==> config.mk <==
export PLATFORM = sky130hd
export DESIGN_NAME = prog_loader_flat
export DESIGN_NICKNAME = d
export VERILOG_FILES = /design/src/rtl/prog_loader_if.sv /design/src/rtl/prog_loader.sv /design/src/flat_wrapper.sv
export SDC_FILE = /design/constraint.sdc
export NUM_CORES = 1
export LEC_CHECK = 0
export CELL_PAD_IN_SITES_DETAIL_PLACEMENT = 0
export CELL_PAD_IN_SITES_GLOBAL_PLACEMENT = 2
export CORE_UTILIZATION = 33
export CTS_BUF_LIST = sky130_fd_sc_hd__clkbuf_8
export DETAILED_ROUTE_END_ITERATION = 16
export PLACE_DENSITY = 0.82
export SLEW_MARGIN = 30
export SYNTH_ARGS = -nofsm -noshare
export SYNTH_HDL_FRONTEND = slang
export SYNTH_SLANG_ARGS = --single-unit
==> constraint.sdc <==
create_clock -name CLK -period 1.76 [get_ports CLK]
set_input_delay 0.352 -clock CLK [delete_from_list [all_inputs] [get_ports CLK]]
set_output_delay 0.352 -clock CLK [all_outputs]
set_load 0.005 [all_outputs]
==> src/rtl/prog_loader_if.sv <==
// Serial program-loader bus: host-side control/serial input plus the
// program-memory write port and status flags driven by the loader.
interface prog_loader_if;
    logic       START;
    logic       RXD;
    logic       WE;
    logic [3:0] WADDR;
    logic [7:0] WDATA;
    logic       CPU_HOLD;
    logic       DONE;
    logic       ERR;

    modport master (
        input  START, RXD,
        output WE, WADDR, WDATA, CPU_HOLD, DONE, ERR
    );

    modport slave (
        output START, RXD,
        input  WE, WADDR, WDATA, CPU_HOLD, DONE, ERR
    );
endinterface

==> src/rtl/prog_loader.sv <==
// Receives 16 instruction bytes over an 8N1 serial line and writes them to
// program memory, holding the CPU in clear until the load completes.
module prog_loader #(
    parameter int unsigned CLKS_PER_BIT = 16
) (
    input  logic          CLK,
    input  logic          CLR,
    prog_loader_if.master bus
);

    localparam int unsigned TW = (CLKS_PER_BIT > 1) ? $clog2(CLKS_PER_BIT) : 1;
    localparam logic [TW-1:0] FULL_LIM = TW'(CLKS_PER_BIT - 1);
    localparam logic [TW-1:0] HALF_LIM = TW'(CLKS_PER_BIT / 2 - 1);

    typedef enum logic [2:0] {
        IDLE, WAIT_EDGE, START_BIT, DATA, STOP_BIT, WRITE, FINISH, ERROR
    } state_t;

    state_t        state, state_n;
    logic          rxd_s1, rxd_s2, rxd_prev;
    logic [TW-1:0] timer;
    logic [2:0]    bitcnt;
    logic [7:0]    shreg;
    logic [3:0]    addr;
    logic          tick, fall;
    logic          we, cpu_hold, done, err;
    logic [3:0]    waddr;
    logic [7:0]    wdata;

    assign fall = rxd_prev & ~rxd_s2;
    // The start bit is checked at mid-cell; every later sample is one full bit on.
    assign tick = (state == START_BIT) ? (timer == HALF_LIM) : (timer == FULL_LIM);

    always_ff @(posedge CLK) begin
        if (CLR) state <= IDLE;
        else     state <= state_n;
    end

    always_comb begin
        state_n = state;
        case (state)
            IDLE:      if (bus.START) state_n = WAIT_EDGE;
            WAIT_EDGE: if (fall) state_n = START_BIT;
            START_BIT: if (tick) state_n = rxd_s2 ? WAIT_EDGE : DATA;
            DATA:      if (tick && bitcnt == 3'd7) state_n = STOP_BIT;
            STOP_BIT:  if (tick) state_n = rxd_s2 ? WRITE : ERROR;
            WRITE:     state_n = (addr == 4'd15) ? FINISH : WAIT_EDGE;
            FINISH:    state_n = IDLE;
            ERROR:     if (bus.START) state_n = WAIT_EDGE;
            default:   state_n = IDLE;
        endcase
    end

    always_ff @(posedge CLK) begin
        if (CLR) begin
            rxd_s1   <= 1'b1;
            rxd_s2   <= 1'b1;
            rxd_prev <= 1'b1;
            timer    <= '0;
            bitcnt   <= '0;
            shreg    <= '0;
            addr     <= '0;
            we       <= 1'b0;
            waddr    <= '0;
            wdata    <= '0;
            cpu_hold <= 1'b0;
            done     <= 1'b0;
            err      <= 1'b0;
        end else begin
            rxd_s1   <= bus.RXD;
            rxd_s2   <= rxd_s1;
            rxd_prev <= rxd_s2;

            if (tick || state_n != state) timer <= '0;
            else                          timer <= timer + TW'(1);

            if (state != DATA) bitcnt <= '0;
            else if (tick)     bitcnt <= bitcnt + 3'd1;

            if (state == DATA && tick) shreg <= {rxd_s2, shreg[7:1]};

            if ((state == IDLE || state == ERROR) && state_n == WAIT_EDGE)
                addr <= '0;
            else if (state == WRITE && addr != 4'd15)
                addr <= addr + 4'd1;

            // Outputs are registered from the next state so each one tracks its
            // state exactly, while WADDR/WDATA latch only on entry to WRITE.
            we <= (state_n == WRITE);
            if (state_n == WRITE && state != WRITE) begin
                waddr <= addr;
                wdata <= shreg;
            end
            cpu_hold <= !(state_n == IDLE || state_n == FINISH);
            done     <= (state_n == FINISH);
            err      <= (state_n == ERROR);
        end
    end

    assign bus.WE       = we;
    assign bus.WADDR    = waddr;
    assign bus.WDATA    = wdata;
    assign bus.CPU_HOLD = cpu_hold;
    assign bus.DONE     = done;
    assign bus.ERR      = err;

endmodule

==> src/flat_wrapper.sv <==
// flat-port wrapper written by rule: the top's interface ports become plain ports
module prog_loader_flat 
#(
    parameter int unsigned CLKS_PER_BIT = 16
)
  (CLK, CLR, bus_START, bus_RXD, bus_WE, bus_WADDR, bus_WDATA, bus_CPU_HOLD, bus_DONE, bus_ERR);
  prog_loader_if bus_i ();
  input  logic CLK;
  input  logic CLR;
  input wire logic [$bits(bus_i.START)-1:0] bus_START;
  input wire logic [$bits(bus_i.RXD)-1:0] bus_RXD;
  output wire logic [$bits(bus_i.WE)-1:0] bus_WE;
  output wire logic [$bits(bus_i.WADDR)-1:0] bus_WADDR;
  output wire logic [$bits(bus_i.WDATA)-1:0] bus_WDATA;
  output wire logic [$bits(bus_i.CPU_HOLD)-1:0] bus_CPU_HOLD;
  output wire logic [$bits(bus_i.DONE)-1:0] bus_DONE;
  output wire logic [$bits(bus_i.ERR)-1:0] bus_ERR;
  assign bus_i.START = bus_START;
  assign bus_i.RXD = bus_RXD;
  assign bus_WE = bus_i.WE;
  assign bus_WADDR = bus_i.WADDR;
  assign bus_WDATA = bus_i.WDATA;
  assign bus_CPU_HOLD = bus_i.CPU_HOLD;
  assign bus_DONE = bus_i.DONE;
  assign bus_ERR = bus_i.ERR;
  prog_loader #(.CLKS_PER_BIT(CLKS_PER_BIT)) u_core (.CLK(CLK), .CLR(CLR), .bus(bus_i));
endmodule
==> results <==
## final cells by class
| cell class | count | area, um^2 |
|---|---|---|
| clock buffer | 5 | 68.8 |
| multi-input combinational | 133 | 1060 |
| tap | 72 | 90.1 |
| timing repair buffer | 65 | 568 |
| sequential | 41 | 832 |
| fill | 528 | 2820 |
| clock inverter | 3 | 17.5 |
| inverter | 4 | 15.0 |
## cell families after synthesis
logic type | Yosys count | synth area share (%)
simple gates | 84 | 23.4
xor+xnor | 6 | 2.82
fa+ha+maj | 4 | 2.68
flops | 41 | 44.0
mux | 24 | 12.9
buf+inv | 14 | 4.50
compound gates | 15 | 9.73
## repair_timing
| action | CTS | global route |
|---|---|---|
| resized for setup | 18 | 11 |
| gates cloned | 1 | 0 |
| hold buffers | 0 | 0 |
| buffers inserted | 2 | 1 |
| setup endpoints to repair | 23 | 24 |
| pin swaps | 6 | 6 |
## routing by layer
layer | wire length (um) | share of wire (%)
met1 | 1970 | 50
met3 | 116 | 2.9
met4 | 51 | 1.3
met5 | 0 | 0
met2 | 1830 | 46
## critical path, cell delays in order, from the launching register on
cell and delay [ns]:
dfxtp_2 0.36, ha_4 0.14, ha_4 0.12, and4_4 0.21
nor3_4 0.06, nor3b_4 0.26, nand4_4 0.19, clkbuf_16 0.21
mux2i_1 0.11
## power by group
group | total, mW | internal, mW | switching [mW]
clock network | 0.590 | 0.273 | 0.317
logic | 0.143 | 0.0734 | 0.0692
registers | 0.951 | 0.939 | 0.0117
## sequential cells by signal, summed over array words and instances (netlist names)
register	count
u_core.bus.CPU_HOLD	1
u_core.rxd_prev	1
u_core.addr	4
u_core.rxd_s1	1
u_core.bus.DONE	1
u_core.bus.WE	1
u_core.timer	4
u_core.bitcnt	3
u_core.bus.ERR	1
u_core.bus.WDATA	8
u_core.state	3
u_core.rxd_s2	1
u_core.bus.WADDR	4
u_core.shreg	8
## per-stage QoR
stage	power [mW]	setup WS (ns)	utilization, %
6_report	1.68	0.0127	48.5
2_1_floorplan	1.04	0.00805	-
3_5_place_dp	1.10	-0.303	44.0
4_1_cts	1.71	0.00690	47.5
3_3_place_gp	1.10	-0.287	44.0
5_1_grt	1.78	-0.0490	48.5
## cells in the mapped netlist (all sizes together), types with 2 or more instances
library cell  count  share of area [%]
nand2            30                6.2
ha                4                2.7
nor4              2                1.0
nor2b             2               0.67
inv               3               0.60
xnor2             4                1.9
xor2              2               0.94
a21oi             2               0.54
nor2             21                4.2
o31ai             2                1.1
nor3              6                1.6
nand3             5                1.3
nor3b             3                1.5
or2               2               0.67
buf               6                2.9
nand4             3                1.8
and2              4                1.3
dfxtp            41                 44
nand2b            2                1.1
mux2i            24                 13
clkbuf            4               0.81
## worst paths after layout
| check | from | slack [ns] | endpoint | cells after the start |
|---|---|---|---|---|
| setup / recovery | u_core.bitcnt[0] | 0.01 | u_core.bus.WDATA[7] | 8 |
| hold / removal | u_core.rxd_s1 | 0.41 | u_core.rxd_s2 | 1 |
| setup reg to reg | u_core.bitcnt[0] | 0.01 | u_core.bus.WDATA[7] | 8 |
| hold reg to reg | u_core.rxd_s1 | 0.41 | u_core.rxd_s2 | 1 |
## cells in the final DEF (no fill, tap or decap), types with 2 or more instances in the layout
| cell type | count |
|---|---|
| a21oi_1 | 2 |
| and2_1 | 4 |
| buf_4 | 43 |
| clkbuf_8 | 5 |
| clkdlybuf4s50_1 | 18 |
| clkinv_2 | 2 |
| dfxtp_1 | 34 |
| dfxtp_2 | 6 |
| ha_4 | 4 |
| inv_2 | 2 |
| mux2i_1 | 24 |
| nand2_1 | 29 |
| nand3_1 | 4 |
| nand4_1 | 2 |
| nor2_1 | 20 |
| nor2b_1 | 2 |
| nor3_1 | 5 |
| nor4_2 | 2 |
| or2_2 | 2 |
| xnor2_1 | 4 |
| xor2_1 | 2 |
==> results by group <==
Outcome
  – Status: finished clean

Detailed routing
  – Vias/cell: approximately 4.6
  – DRC Markers: 0
  – Total Routed Length: 3960 um
  – DR iter-0 viols: 84
  – DR vias: ~1500
  – Number of detailed-route iterations in the first pass: 4
  – Post-route ant nets: 0
  – Wire per inst: 12.3 um

Finish
  – Share of cells above drive strength 1: a little over a third
  – Diode count: 0
  – Layout Nets: ~260
  – Layout Cells excl Fill: around 320
  – Finished Cell Area: ~2700 um^2
  – Area grow syn2layout: 42.3%

Worst hold path
  – Hold Path Class: reg -> reg

Synth
  – Post-synth ARST share: 0%
  – Synthesis Warnings: 0
  – Seq/Total Area, Yosys: 44.0%
  – Post-Synthesis Cells: 188
  – Synthesized Nets: roughly 200
  – Netlist cell types: 46
  – Syn Area/Cell: approximately 9.9 um^2
  – Register bit total from synthesis: 41
  – Post-Syn Area: roughly 1900 um^2
  – EDFF count, synth: 0
  – Top_reg_cell synth: dfxtp_1

STA
  – Crit share post-route: 99.3%
  – Upper clock frequency limit: between 0.5 and 0.6 GHz
  – Final TNS setup: 0 ns
  – Endpoints failing setup: 0
  – Fin crit period: between 1.5 and 2 ns
  – Worst slew pin tran: roughly 0.36 ns
  – Final Max Tran Viols: 0
  – Unrepaired setup endpoints after global routing: true
  – Fin Hold WS: a little over 0.4 ns
  – Layout Skew: 0.00693 ns
  – Slew margin rel.: roughly 76%
  – Final Hold Vio Count: 0

GRT
  – Vias in the first global route: between 1000 and 1500
  – Global route hottest layer: met2
  – Antenna violations before repair: 0
  – Met1 Usage GRT: 18.7%
  – First-pass GRT wire length: 6750 um
  – Grt met2 use: approximately 23%
  – Met3 Use GR: 3.21%
  – GRT Residual Overflow: 0
  – GRT Overall Usage: 14.4%
  – Largest net degree at the start of global routing: 16

Placement
  – RD Place Congestion: about 0.8
  – Port bufs: 19
  – DP Cell Count: about 310
  – Final HPWL DP: 2830 um
  – Area after DPL: around 2400 um^2

Setup path
  – Worst setup EP type: flip-flop
  – WP data required: between 1.5 and 2 ns
  – Path type of the worst setup path: reg -> reg
  – CP startpoint kind: flip-flop
  – Critical Path AT: 1.94 ns
  – CP Max Fanout: 6

Clocking
  – Clock transition at path regs: roughly 0.08 ns
  – H-Tree Depth: 2
  – Root buffer cell: clkbuf_8
  – CTS Buf Count: 5
  – Longest Clk Path Bufs: 2
  – Worst-Skew Late Latency: roughly 0.29 ns
  – CTS tree: built
  – CTS sink count: slightly above 40

Run
  – Number of max-cap violations: 0

Pwr
  – VDD IR max: roughly 350 uV
  – Pwr/cell area: roughly 630 nW/um^2
  – Leak: ~1.1 nW

Floorplan
  – Row cnt: 27
  – Number of I/O pins: 20
  – Die width: about 77 um
  – Chip Height: around 77 um
  – Initial Util: around 34%
  – Die Footprint: slightly below 6000 um^2
  – Core area: approximately 5500 um^2
(Power assumes the default switching activity.)
